### config.mk
export PLATFORM = sky130hd
export DESIGN_NAME = pet_bus_timing
export DESIGN_NICKNAME = d
export VERILOG_FILES = /design/src/rtl/pet_timing_pkg.sv /design/src/rtl/pet_bus_timing.sv
export SDC_FILE = /design/constraint.sdc
export NUM_CORES = 1
export LEC_CHECK = 0
export BUFFER_PORTS_ARGS = -buffer_cell sky130_fd_sc_hd__buf_2
export CAP_MARGIN = 20
export CORE_MARGIN = 3
export CORE_UTILIZATION = 45
export CTS_BUF_LIST = sky130_fd_sc_hd__clkbuf_4
export DETAILED_ROUTE_END_ITERATION = 6
export PLACE_DENSITY = 0.71
export SLEW_MARGIN = 10
export SYNTH_ARGS = -nofsm -noshare
export SYNTH_HDL_FRONTEND = slang
export SYNTH_SLANG_ARGS = --single-unit
### constraint.sdc
create_clock -name clk_16_i -period 3 [get_ports clk_16_i]
set_input_delay 0.3 -clock clk_16_i [delete_from_list [all_inputs] [get_ports clk_16_i]]
set_output_delay 0.3 -clock clk_16_i [all_outputs]
set_load 0.005 [all_outputs]
### src/rtl/pet_timing_pkg.sv
// Phase map shared by the PET bus timing generator: a 16-phase CPU cycle split
// into an SPI slot (phases 0-7) and a CPU slot (phases 8-15).
package pet_timing_pkg;

    localparam int PHASE_W = 4;

    typedef logic [PHASE_W-1:0] phase_t;

    localparam phase_t SPI_SAMPLE_PH  = 4'd0;
    localparam phase_t SPI_GNT_FIRST  = 4'd1;
    localparam phase_t SPI_GNT_LAST   = 4'd7;
    localparam phase_t SPI_OE_FIRST   = 4'd2;
    localparam phase_t SPI_OE_LAST    = 4'd7;
    localparam phase_t SPI_WE_FIRST   = 4'd2;
    localparam phase_t SPI_WE_LAST    = 4'd6;
    localparam phase_t SPI_DONE_PH    = 4'd7;

    localparam phase_t CPU_SLOT_START = 4'd8;
    localparam phase_t CPU_OE_FIRST   = 4'd9;
    localparam phase_t CPU_OE_LAST    = 4'd15;
    localparam phase_t CPU_WE_FIRST   = 4'd10;
    localparam phase_t CPU_WE_LAST    = 4'd14;

    typedef struct packed {
        logic clk_cpu;
        logic cpu_en;
        logic cpu_ready;
        logic spi_grant;
        logic spi_done;
        logic ram_oe_n;
        logic ram_we_n;
    } bus_out_t;

    localparam bus_out_t BUS_OUT_RST = '{
        clk_cpu:   1'b0,
        cpu_en:    1'b0,
        cpu_ready: 1'b0,
        spi_grant: 1'b0,
        spi_done:  1'b0,
        ram_oe_n:  1'b1,
        ram_we_n:  1'b1
    };

    function automatic logic in_window(input phase_t ph, input phase_t first, input phase_t last);
        return (ph >= first) && (ph <= last);
    endfunction

endpackage

### src/rtl/pet_bus_timing.sv
// Generates the 1 MHz CPU clock, RAM strobes and SPI slot arbitration from a 16-phase counter.
// Latency: every output is registered; an SPI request seen at phase 0 is granted from phase 1.
// Backpressure: none; a request that misses phase 0 waits for the next one, one grant per assertion.
module pet_bus_timing
    import pet_timing_pkg::*;
#(
    parameter int CYCLE_LEN = 16
) (
    input  logic clk_16_i,
    input  logic reset_ni,
    input  logic bus_rw_ni,
    input  logic spi_req_i,
    input  logic spi_rw_ni,
    input  logic cpu_halt_i,
    output logic clk_cpu_o,
    output logic cpu_en_o,
    output logic cpu_ready_o,
    output logic spi_grant_o,
    output logic spi_done_o,
    output logic ram_oe_no,
    output logic ram_we_no
);

    localparam phase_t PHASE_LAST = phase_t'(CYCLE_LEN - 1);

    phase_t   phase_q;
    phase_t   phase_nxt;
    logic     cpu_rd_q;
    logic     spi_act_q;
    logic     spi_rd_q;
    logic     req_armed_q;
    logic     spi_start;
    logic     spi_act_eff;
    logic     spi_rd_eff;
    logic     cpu_rd_eff;
    bus_out_t out_q;
    bus_out_t out_nxt;

    // Outputs are computed for the phase being entered, so each register
    // already shows the value belonging to the current phase_q.
    always_comb begin
        phase_nxt   = (phase_q == PHASE_LAST) ? '0 : phase_t'(phase_q + 4'd1);
        spi_start   = (phase_q == SPI_SAMPLE_PH) && spi_req_i && req_armed_q;
        spi_act_eff = (phase_q == SPI_SAMPLE_PH) ? spi_start : spi_act_q;
        spi_rd_eff  = (phase_q == SPI_SAMPLE_PH) ? spi_rw_ni : spi_rd_q;
        cpu_rd_eff  = (phase_q == CPU_SLOT_START) ? bus_rw_ni : cpu_rd_q;

        out_nxt           = out_q;
        out_nxt.clk_cpu   = (phase_nxt >= CPU_SLOT_START);
        out_nxt.cpu_en    = (phase_nxt >= CPU_SLOT_START);
        if (phase_nxt == '0) begin
            out_nxt.cpu_ready = !cpu_halt_i;
        end
        out_nxt.spi_grant = spi_act_eff && in_window(phase_nxt, SPI_GNT_FIRST, SPI_GNT_LAST);
        out_nxt.spi_done  = spi_act_eff && (phase_nxt == SPI_DONE_PH);
        // The CPU and SPI windows are disjoint and exclude phases 0, 1 and 8,
        // so the two strobes can never overlap and the bus gets its turnaround.
        out_nxt.ram_oe_n  = !((cpu_rd_eff && in_window(phase_nxt, CPU_OE_FIRST, CPU_OE_LAST)) ||
                              (spi_act_eff && spi_rd_eff &&
                               in_window(phase_nxt, SPI_OE_FIRST, SPI_OE_LAST)));
        out_nxt.ram_we_n  = !((!cpu_rd_eff && in_window(phase_nxt, CPU_WE_FIRST, CPU_WE_LAST)) ||
                              (spi_act_eff && !spi_rd_eff &&
                               in_window(phase_nxt, SPI_WE_FIRST, SPI_WE_LAST)));
    end

    always_ff @(posedge clk_16_i or negedge reset_ni) begin
        if (!reset_ni) begin
            phase_q     <= '0;
            cpu_rd_q    <= 1'b1;
            spi_act_q   <= 1'b0;
            spi_rd_q    <= 1'b1;
            req_armed_q <= 1'b0;
            out_q       <= BUS_OUT_RST;
        end else begin
            phase_q   <= phase_nxt;
            cpu_rd_q  <= cpu_rd_eff;
            spi_act_q <= spi_act_eff;
            spi_rd_q  <= spi_rd_eff;
            // Re-armed only by seeing the request low, so a held request is granted once.
            if (spi_start) begin
                req_armed_q <= 1'b0;
            end else if (!spi_req_i) begin
                req_armed_q <= 1'b1;
            end
            out_q <= out_nxt;
        end
    end

    assign clk_cpu_o   = out_q.clk_cpu;
    assign cpu_en_o    = out_q.cpu_en;
    assign cpu_ready_o = out_q.cpu_ready;
    assign spi_grant_o = out_q.spi_grant;
    assign spi_done_o  = out_q.spi_done;
    assign ram_oe_no   = out_q.ram_oe_n;
    assign ram_we_no   = out_q.ram_we_n;

endmodule

* After elaboration in Yosys (flattened, before gate mapping)
Index checks and enable logic that the tools add are counted.
** Storage, ports and cells
- Bits in registers :: 14
- Output and inout bits :: 7
- Word-level logic and storage cells :: 55
** Operators by class
- Add/sub/neg operators :: 1
- $lt $le $gt $ge :: 9
- Eq/ne operators :: 4
- Muxes and demuxes :: 6
- Reductions and logical operators :: 24
** Operators by type and width (number)
- logical AND 1 bit :: 15
- greater-or-equal comparator 4 bit, second input constant :: 3
- == test 4 bit, second input constant :: 2
- less-or-equal comparator 4 x 3 -> 1 bit, second input constant :: 2
- less-or-equal comparator 4 bit, second input constant :: 2
- logical NOT 4 bit :: 2
- logical NOT 1 bit :: 5
- two-way mux 1 bit :: 5
- adder 4 x 1 -> 4 bit, second input constant :: 1
- == test 4 x 3 -> 1 bit, second input constant :: 1
- greater-or-equal comparator 4 x 1 -> 1 bit, second input constant :: 1
- greater-or-equal comparator 4 x 2 -> 1 bit, second input constant :: 1
- two-way mux 4 bit :: 1
- logical OR 1 bit :: 2
- inequality test 2 x 1 -> 1 bit, second input constant :: 1

* Longest topological paths before layout
- Word-level depth :: 8
- Gate-level depth with buffers :: 7
- Mapped depth without buffers :: 7

* Worst setup path after synthesis
No wires, ideal clock.
- Kind :: register to register
- From :: register phase_q[0]
- To :: register out_q (netlist bit ram_oe_no)
- Setup time :: 60 ps
- Arrival time :: 1598 ps
- Data required time :: 2940 ps
- Setup slack :: 1341 ps
- Cell stages (with the launch flop) :: 7
- Path buffers :: 0
- Path through :: dfrtp_1 > inv_1 > ha_1 > or3b_1 > mux2_4 > o211ai_1 > o22a_1
** RTL lines
- start, declared :: line pet_bus_timing.sv:26 : phase_t phase_q;
- start signal, assigned :: line pet_bus_timing.sv:75 : phase_q <= phase_nxt;
- end signal, assigned :: line pet_bus_timing.sv:85 : out_q <= out_nxt;
- end, declared :: line pet_bus_timing.sv:36 : bus_out_t out_q;

==> results.json <==
{
  "postRouteAntennaNets": 0,
  "clock-root-buffer": "clkbuf_4",
  "routedWlPerCell_um": 13.20,
  "critPathMaxStageDelay_ps": 430,
  "synth_top_family_by_area": "simple AND/OR/NAND/NOR gates",
  "n_fill_cell": 128,
  "crit_arrival_ps": 2010,
  "drc": 0,
  "dr.first_iter.drc_count": 8,
  "clockBufferDepth": 2,
  "areaGrowthSynthToFinish_pct": 14.15,
  "finClkSkew_ps": 3.359,
  "vias_per_cell": 5.279,
  "maxSlewHeadroom_pct": 72.03,
  "grt_max_degree": 15,
  "fin_crit_ps": 1788,
  "cp_slowest_cell": "dfrtp_1",
  "cp_max_fo": 6,
  "path_delay_family": "flip-flops",
  "finalHoldViolations": 0,
  "diodes": 0,
  "cts_tree": "built",
  "syn_area_per_cell_um2": 12.15,
  "antenna_found_initial": 0,
  "ir_drop_uv": 244.7,
  "synth_edf_count": 0,
  "ys_warn_count": 0,
  "synth_flop_cell": "dfrtp_1",
  "path_cells": "inv_1 -> ha_1 -> nor3b_2 -> mux2i_1 -> inv_1 -> o211ai_1 -> o22a_1",
  "insertion_delay_ps": 270,
  "setup_viol": 0,
  "finalMaxSlewViolations": 0,
  "yosys.area_share.adder_pct": 9.191,
  "synth-xor-area-share_pct": 1.287,
  "synth_compound_area_share_pct": 11.03,
  "worstSetupEndpointType": "flip-flop",
  "critPathRequiredTime_ps": 3220,
  "fp.dieArea_um2": 2015,
  "syn_nets": 67,
  "fp.dieH_um": 44.89,
  "numCtsBuffers": 3,
  "wl_mm": 1.135,
  "clkSinkCount": 14,
  "vias": 454,
  "worstMarginPinSlew_ps": 418.1,
  "drt_first_pass_iters": 4,
  "htreeDepth": 1,
  "crit_type": "reg -> reg",
  "synth-simple-area-share_pct": 15.44,
  "core_area_um2": 1366,
  "port_buffers": 12,
  "die_w_um": 44.89,
  "drive_gt1_share_pct": 32.39,
  "post_cts_resized": 0,
  "tns_ps": 0,
  "syn_inst": 56,
  "synth_cell_types": 27,
  "routabilityCongestion": 0.7630,
  "synth_top_area_cell": "dfrtp_1",
  "rsz0062_at_grt": "false",
  "p_per_area_nw_per_um2": 411.7,
  "ys_top_cells_by_area": "dfrtp_1, dfstp_2, ha_1",
  "hold_path.class": "in -> reg",
  "ios": 13,
  "grt_pass1_vias": 442,
  "ys_seq_area_share_pct": 52.21,
  "critPathLaunchType": "flip-flop",
  "outcome": "finished, final reports clean",
  "fin_nets": 83,
  "syn_area_um2": 680.7,
  "synth_top_area_share_pct": 36.76,
  "muxShareOfSynthArea_pct": 5.331,
  "hpwl_um": 835.2,
  "cap_viol_max_count": 0,
  "finish.utilization_pct": 56.87,
  "path_clk_slew_ps": 80,
  "crit_top_cell": "inv_1",
  "ys_ff_latch": 14,
  "placementRows": 13,
  "finalCritPeriodShare_pct": 59.61,
  "synthArstFlopShare_pct": 100.0,
  "cellLeakagePower_uw": 0.0003809,
  "path_buf_inv": 2,
  "grt-ovfl-total": 0,
  "clock.fmax_ghz": 0.5592,
  "grt_pass1_wl_mm": 2.028,
  "initial_core_util_pct": 49.82,
  "grt_use_total_pct": 14.93
}
-- layout make-up --
class,instances,area (um2),share of cell area [%]
clock buffers,3,22.52,2.899
flip-flops and latches,14,355.3,45.73
repair buffers,13,70.07,9.018
clock inverters,1,3.754,0.4831
inverters,5,18.77,2.415
multi-input cells,35,287.8,37.04
well taps,15,18.77,2.415
-- cells in the mapped netlist, types with 2 or more instances --
master	instances
dfrtp_1	10
nand2_1	6
ha_1	5
inv_1	5
dfstp_2	4
a311o_1	2
nor3_1	2
nor3b_1	2
o211ai_1	2
-- sequential cells by signal, summed over array words and instances (netlist names) --
name,cells
cpu_en_o,1
ram_oe_no,1
cpu_ready_o,1
cpu_rd_q,1
req_armed_q,1
spi_grant_o,1
spi_done_o,1
spi_act_q,1
ram_we_no,1
phase_q,4
spi_rd_q,1
-- placed cells by master, fill, tap and decap left out, drive strengths merged, types with 2 or more instances in the layout --
master and n:
buf 12, dfrtp 10, nand2 6, inv 5, ha 5, dfstp 4, clkbuf 3, a311o 3
nor3b 3, nor3 2, o211ai 2, mux2 2
-- cell families (layout without fill, tap and decap cells) --
family / after synthesis / after routing
adder cells (fa/ha/maj): 5 / 5
multiplexers: 3 / 3
AO/OA/AOI/OAI: 9 / 9
flip-flops: 14 / 14
XOR/XNOR: 1 / 1
AND/OR/NAND/NOR: 17 / 17
buffers and inverters: 7 / 22
-- path summary, 6_finish.rpt --
kind	startpoint	to	slack, ps	cells past startpoint
setup / recovery	phase_q[0]	ram_oe_no	1210	7
hold / removal	spi_req_i	req_armed_q	190	2
setup reg to reg	phase_q[0]	ram_oe_no	1210	7
hold reg to reg	cpu_ready_o	cpu_ready_o	480	2
max in group asynchronous	reset_ni	cpu_rd_q	2280	2
min in group asynchronous	reset_ni	phase_q[2]	440	2
-- repair_timing --
| item | CTS | global route |
|---|---|---|
| hold endpoints to repair | 10 | 0 |
| setup buffers | 0 | 0 |
| hold buffers | 1 | 0 |
-- metrics by stage --
step                total power (uW)  hold slack (ps)  worst slack, ps  area [um2]  std cells
floorplan                      206.8            4.409             1341       680.7         56
global placement               216.4            206.8             1277       740.7         81
detailed placement             216.6            207.9             1267       740.7         81
CTS                            325.8            178.2             1221       777.0         86
global route                   344.4            165.8             1056       777.0         86
finish                         319.9            187.2             1212       777.0         86
-- metal layers --
metal | wire length (um) | vias up | part of all wire (%) | track usage [%]
li1 | - | 231 | - | -
met1 | 557 | 213 | 49 | 19.85
met2 | 519 | 8 | 46 | 20.34
met3 | 46 | 2 | 4.1 | 4.781
met4 | 12 | 0 | 1.1 | 10.53
met5 | 0 | - | 0 | 0
-- worst reg2reg max path, delay by kind of cell, from the launching register on --
kind / cells / cell delay (ps)
adders and majority gates: 1 / 180
AOI/OAI and AO/OA: 2 / 240
and+or+nand+nor: 1 / 280
muxes: 1 / 350
DFF: 1 / 430
buffers and inverters: 2 / 250
-- power breakdown --
group          internal (uW)  total (uW)  switching, uW  leakage, uW
sequential               194         196           1.70     0.000168
combinational           8.86        18.1           9.28     0.000197
clock                   48.1         106           57.8    0.0000154
total                    251         320           68.8     0.000381
Note: power is estimated with default switching activity, not from simulation.
